==> config.mk <==
export PLATFORM = sky130hd
export DESIGN_NAME = fir_sym_param
export DESIGN_NICKNAME = d
export VERILOG_FILES = /design/src/rtl/fir_sym_param.sv
export SDC_FILE = /design/constraint.sdc
export NUM_CORES = 2
export LEC_CHECK = 0
export ABC_AREA = 1
export BUFFER_PORTS_ARGS = -buffer_cell sky130_fd_sc_hd__buf_4
export CAP_MARGIN = 25
export CORE_ASPECT_RATIO = 0.6
export CORE_MARGIN = 1.5
export CORE_UTILIZATION = 55
export CTS_BUF_LIST = sky130_fd_sc_hd__clkbuf_4
export DETAILED_ROUTE_END_ITERATION = 16
export GPL_ROUTABILITY_DRIVEN = 0
export PLACE_DENSITY = 0.71
export SLEW_MARGIN = 20
export SYNTH_ARGS = -nofsm -noshare
export SYNTH_HDL_FRONTEND = slang
export SYNTH_SLANG_ARGS = --single-unit
==> constraint.sdc <==
create_clock -name clk -period 8.8 [get_ports clk]
set_input_delay 1.76 -clock clk [delete_from_list [all_inputs] [get_ports clk]]
set_output_delay 1.76 -clock clk [all_outputs]
set_load 0.02 [all_outputs]
==> src/rtl/fir_sym_param.sv <==
// Parametrised symmetric-coefficient FIR with runtime-loadable coefficients.
// Four-stage valid-qualified, stallable pipeline: pre-add, multiply, sum, scale/saturate.
module fir_sym_param #(
  parameter int TAPS  = 27,
  parameter int DW    = 4,
  parameter int CW    = 9,
  parameter int OW    = 16,
  parameter int SHIFT = 0,
  parameter int SAT   = 1
) (
  input  logic                          clk,
  input  logic                          rst_n,
  input  logic                          en_n,
  input  logic                          clr,
  input  logic                          i_vld,
  input  logic signed [DW-1:0]          i_data,
  input  logic                          cfg_we,
  input  logic [$clog2((TAPS+1)/2)-1:0] cfg_addr,
  input  logic signed [CW-1:0]          cfg_data,
  output logic                          o_vld,
  output logic signed [OW-1:0]          o_data,
  output logic                          o_sat
);
  localparam int NH = (TAPS + 1) / 2;
  localparam int CA = $clog2(NH);
  localparam int PW = DW + 1;
  localparam int MW = PW + CW;
  localparam int AW = MW + CA;
  localparam int EW = AW + OW + 1;
  localparam int HS = (SHIFT > 0) ? SHIFT - 1 : 0;
  localparam logic [CA:0] NHV = (CA+1)'(NH);
  localparam logic signed [EW-1:0] HALF =
    (SHIFT > 0) ? ({{(EW-1){1'b0}}, 1'b1} << HS) : '0;
  localparam logic signed [EW-1:0] MAXV = {{(EW-OW+1){1'b0}}, {(OW-1){1'b1}}};
  localparam logic signed [EW-1:0] MINV = {{(EW-OW+1){1'b1}}, {(OW-1){1'b0}}};

  logic signed [CW-1:0] r_coef [NH];
  logic signed [DW-1:0] r_x    [TAPS];
  logic signed [PW-1:0] r_p    [NH];
  logic signed [PW-1:0] w_pre  [NH];
  logic signed [MW-1:0] r_m    [NH];
  logic signed [MW-1:0] w_prod [NH];
  logic signed [AW-1:0] r_acc;
  logic signed [AW-1:0] w_sum;
  logic signed [EW-1:0] w_round;
  logic signed [EW-1:0] w_scaled;
  logic signed [OW-1:0] w_out;
  logic                 w_clamp;
  logic                 r_xVld;
  logic                 r_pVld;
  logic                 r_mVld;
  logic                 r_accVld;

  // Coefficient writes ignore stall and clear; only reset wipes them.
  always_ff @(posedge clk or negedge rst_n) begin
    if (!rst_n) begin
      for (int k = 0; k < NH; k++) r_coef[k] <= '0;
    end else if (cfg_we && ({1'b0, cfg_addr} < NHV)) begin
      r_coef[cfg_addr] <= cfg_data;
    end
  end

  always_comb begin
    for (int k = 0; k < NH - 1; k++) begin
      w_pre[k] = PW'(r_x[k]) + PW'(r_x[TAPS-1-k]);
    end
    w_pre[NH-1] = PW'(r_x[NH-1]);
    for (int k = 0; k < NH; k++) begin
      w_prod[k] = MW'(r_p[k]) * MW'(r_coef[k]);
    end
    w_sum = '0;
    for (int k = 0; k < NH; k++) begin
      w_sum = w_sum + AW'(r_m[k]);
    end
  end

  // Round half-up then either clamp to the output range or wrap to OW bits.
  always_comb begin
    w_round  = EW'(r_acc) + HALF;
    w_scaled = w_round >>> SHIFT;
    w_out    = w_scaled[OW-1:0];
    w_clamp  = 1'b0;
    if (SAT != 0) begin
      if (w_scaled > MAXV) begin
        w_out   = MAXV[OW-1:0];
        w_clamp = 1'b1;
      end else if (w_scaled < MINV) begin
        w_out   = MINV[OW-1:0];
        w_clamp = 1'b1;
      end
    end
  end

  always_ff @(posedge clk or negedge rst_n) begin
    if (!rst_n) begin
      for (int k = 0; k < TAPS; k++) r_x[k] <= '0;
      for (int k = 0; k < NH; k++) begin
        r_p[k] <= '0;
        r_m[k] <= '0;
      end
      r_acc    <= '0;
      r_xVld   <= 1'b0;
      r_pVld   <= 1'b0;
      r_mVld   <= 1'b0;
      r_accVld <= 1'b0;
      o_vld    <= 1'b0;
      o_data   <= '0;
      o_sat    <= 1'b0;
    end else if (clr) begin
      for (int k = 0; k < TAPS; k++) r_x[k] <= '0;
      for (int k = 0; k < NH; k++) begin
        r_p[k] <= '0;
        r_m[k] <= '0;
      end
      r_acc    <= '0;
      r_xVld   <= 1'b0;
      r_pVld   <= 1'b0;
      r_mVld   <= 1'b0;
      r_accVld <= 1'b0;
      o_vld    <= 1'b0;
      o_data   <= '0;
      o_sat    <= 1'b0;
    end else if (!en_n) begin
      if (i_vld) begin
        r_x[0] <= i_data;
        for (int k = 1; k < TAPS; k++) r_x[k] <= r_x[k-1];
      end
      r_xVld   <= i_vld;
      r_pVld   <= r_xVld;
      r_mVld   <= r_pVld;
      r_accVld <= r_mVld;
      o_vld    <= r_accVld;
      if (r_xVld) r_p <= w_pre;
      if (r_pVld) r_m <= w_prod;
      if (r_mVld) r_acc <= w_sum;
      if (r_accVld) begin
        o_data <= w_out;
        o_sat  <= w_clamp;
      end
    end else begin
      o_vld <= 1'b0;
    end
  end
endmodule

==> metrics.md <==
| Metric | Value |
|---|---|
| WP buf/inv | `4` |
| Synthesized instance count | `6237` |
| PostCTS Resize Cnt | `0` |
| CTS tree | `done` |
| First drt pass iteration count | `6` |
| GRT Total Usage | `0.3091` |
| Status | `finished clean` |
| CP top delay family | `adder cells` |
| Fmax | `196.2 MHz` |
| Peak VDD IR | `0.09059 mV` |
| Largest net degree at the start of global routing | `155` |
| Max-cap violations | `0` |
| CP Depth | `17` |
| Min cycle time layout | `5.097 ns` |
| Post-DP HPWL | `~110000 um` |
| Maximum buffer depth of the clock tree | `3` |
| CP startpoint kind | `register` |
| Synth warnings | `0` |
| Vias/cell | `5.370` |
| Max incr delay on CP | `~0.57 ns` |
| CP cell instances | `fa_1 -> inv_1 -> fa_1 -> inv_1 -> fa_1 -> fa_1 -> fa_1 -> inv_1 -> fa_1 -> inv_1 -> ha_1 -> a21oi_1 -> nand2_1 -> nand2_1 -> nand2_1 -> o21ai_0 -> nand2_1` |
| Clock skew | `about 0.088 ns` |
| Clk pin slew, worst setup/hold paths | `~0.06 ns` |
| Rows | `86` |
| PD cells | `102.2 nW/um^2` |
| Number of synthesized register bits | `539` |
| # DRC | `0` |
| Library cells used by synthesis | `42` |
| Vias in the first global route | `38603` |
| Post-CTS setup buffer count | `0` |
| RSZ-0062 raised after global routing | `false` |
| Layout cells sized above 1 | `0.06336` |
| Die Wd | `395.5 um` |
| Routed Antenna Nets | `0` |
| WL/cell | `18.62 um` |
| Worst setup EP type | `register` |
| IO Count | `41` |
| Worst-Margin Slew | `1.018 ns` |
| Worst hold path stage count | `2` |
| Setup Viol. Count Final | `0` |
| Total leakage power | `roughly 0.030 uW` |
| Design Area, Final | `roughly 54000 sq um` |
| Area growth, synth to finish | `6.343%` |
| Clock latency on the worst-skew pair | `1.11 ns` |
| Setup TNS | `0 ns` |
| Die Ht | `238.5 um` |
| Rel. slew slack | `0.3214` |
| Clock sinks | `539` |
| Tot Pwr | `~5500 uW` |
| First-pass GRT wire length | `224200 um` |
| Synth Net Count | `7251` |
| CP arrival | `6.00 ns` |
| Crit path max fanout | `5` |
| Most common cell on crit path | `fa_1` |
| Fin. Hold Viols | `0` |
| CTS Hold Bufs | `0` |
| DRT iter0 DRCs | `about 4900` |
| CTS Buf Count | `141` |
| Die ar. | `94320 sq um` |
| Initial antenna violation count | `10` |
| Drt total wl | `141800 um` |
| Synth Area per Inst | `8.151 sq um` |
| DR vias | `40885` |
| Placement Cell Area | `52120 sq um` |
| R2r worst-path depth | `17` |
| GRT Residual Overflow | `0` |
| Sequential element share of the synthesized area | `0.2653` |
| Worst Hold Class | `register to register` |
| Slowest-stage cell, CP | `fa_1` |
| Starting Density | `0.5545` |
| Slew Viols, Final | `0` |
| Req. time, crit path | `9.70 ns` |
| Fin crit share | `0.5792` |
| CTS root buffer | `clkbuf_4` |
| Mapped Area | `50840 sq um` |
| # H-tree levels | `4` |
| Crit path kind | `register to register` |
| Final nets | `7275` |
| Port bufs | `40` |
| Core area | `91680 sq um` |
## cell usage after synthesis
library cell  number  area share
inv_1           1409        0.10
nand4_1           37      0.0046
nor2_4             2     0.00044
o32ai_1            3     0.00052
nand3_1          263       0.026
xnor2_1           58       0.010
or2_1              1     0.00012
nor3_4             4      0.0013
fa_1             594        0.23
nor3_1             2     0.00020
clkbuf_1         113      0.0083
nand3_2            1     0.00020
nor2_2             3     0.00037
o21ai_0          330       0.032
buf_1              7     0.00052
nand3b_1          12      0.0018
inv_2              7     0.00052
nor4_1             5     0.00062
dfrtp_1          539        0.27
o22ai_1          146       0.018
xor2_1            29      0.0050
buf_2             56      0.0055
clkbuf_2           3     0.00030
a21oi_1          167       0.016
buf_4              7      0.0010
inv_4              1     0.00012
and3_1             1     0.00012
o21bai_1          24      0.0035
a32o_1            11      0.0022
nand3_4            1     0.00034
a22o_1            18      0.0031
nor2_1           228       0.017
a21o_1            39      0.0058
o31ai_1            5     0.00074
nand2_1         1591        0.12
ha_1             397       0.098
and2_1             2     0.00025
nand2_4            1     0.00022
o21ai_1           24      0.0024
buf_6              1     0.00022
nand2_2           15      0.0018
or2_2             80      0.0098
## cell type report
cell class	count	area (sq um)
fillers	8152	37620
multi-input cells	4094	31240
flip-flops and latches	539	13490
inverters	1417	5324
well taps	1232	1541
clock buffers	191	1434
repair buffers	68	583.1
clock inverters	51	395.4
diodes	21	52.55
## sequential cells by signal, summed over array words and instances (netlist names)
register and cells:
r_mVld 1, r_xVld 1, r_p 69, o_sat 1, r_accVld 1, r_x 108, r_coef 126, r_pVld 1
r_m 196, o_vld 1, r_acc 18, o_data 16
## layer usage
layer | global-route usage | vias up | part of all wire
li1 | - | 19191 | -
met1 | 0.5151 | 19651 | 0.49
met2 | 0.3752 | 1906 | 0.36
met3 | 0.09856 | 135 | 0.14
met4 | 0.06862 | 2 | 0.014
met5 | 0 | - | 0.000092
## cell usage in the layout, fill, tap and decap left out, types with 63 or more instances in the layout
cell      synthesis  final
fa_1            594    594
a21oi_1         167    167
or2_2            80     80
dfrtp_1         539    539
o21ai_0         330    330
inv_1          1409   1408
ha_1            397    397
clkbuf_4          0    191
buf_4             7     63
nand3_1         263    262
nand2_1        1591   1590
o22ai_1         146    146
nor2_1          228    228
## final timing paths
kind,from,end,slack (ns)
worst max-delay path,r_m[87],r_acc[8],3.70
worst min-delay path,r_m[12],r_m[12],0.48
worst max register to register,r_m[87],r_acc[8],3.70
worst min register to register,r_m[12],r_m[12],0.48
max in group asynchronous,rst_n,o_data[14],6.09
min in group asynchronous,rst_n,r_x[75],0.72
## stage by stage
step           hold WS, ns  cells  setup slack (ns)  utilization
2_1_floorplan       0.4491   6237             4.113            -
3_3_place_gp        0.4678   7348             3.869       0.5686
3_5_place_dp        0.4671   7348             3.769       0.5686
4_1_cts             0.4832   7590             3.783       0.5885
5_1_grt             0.5097   7597             3.466       0.5892
6_report            0.4822   7613             3.703       0.5897
## where the power goes
part           internal, uW  switching (uW)  total [uW]
combinational          88.4             251         339
clock                  1190            1170        2370
sequential             2600             218        2820
total                  3880            1640        5530
## worst reg2reg max path, stage by stage (launching register included)
cell	delay, ns
dfrtp_1	0.40
fa_1	0.53
inv_1	0.05
fa_1	0.52
inv_1	0.06
fa_1	0.57
fa_1	0.43
fa_1	0.50
inv_1	0.07
fa_1	0.48
inv_1	0.04
ha_1	0.35
a21oi_1	0.20
nand2_1	0.12
nand2_1	0.08
nand2_1	0.11
o21ai_0	0.32
nand2_1	0.08
## logic make-up after synthesis
kind of cell,after synthesis,synth area share
buf+inv,1604,0.1206
fa+ha+maj,991,0.3316
flops,539,0.2653
compound gates,767,0.08509
xor+xnor,87,0.01499
simple gates,2249,0.1824
Note: power is estimated with default switching activity, not from simulation.
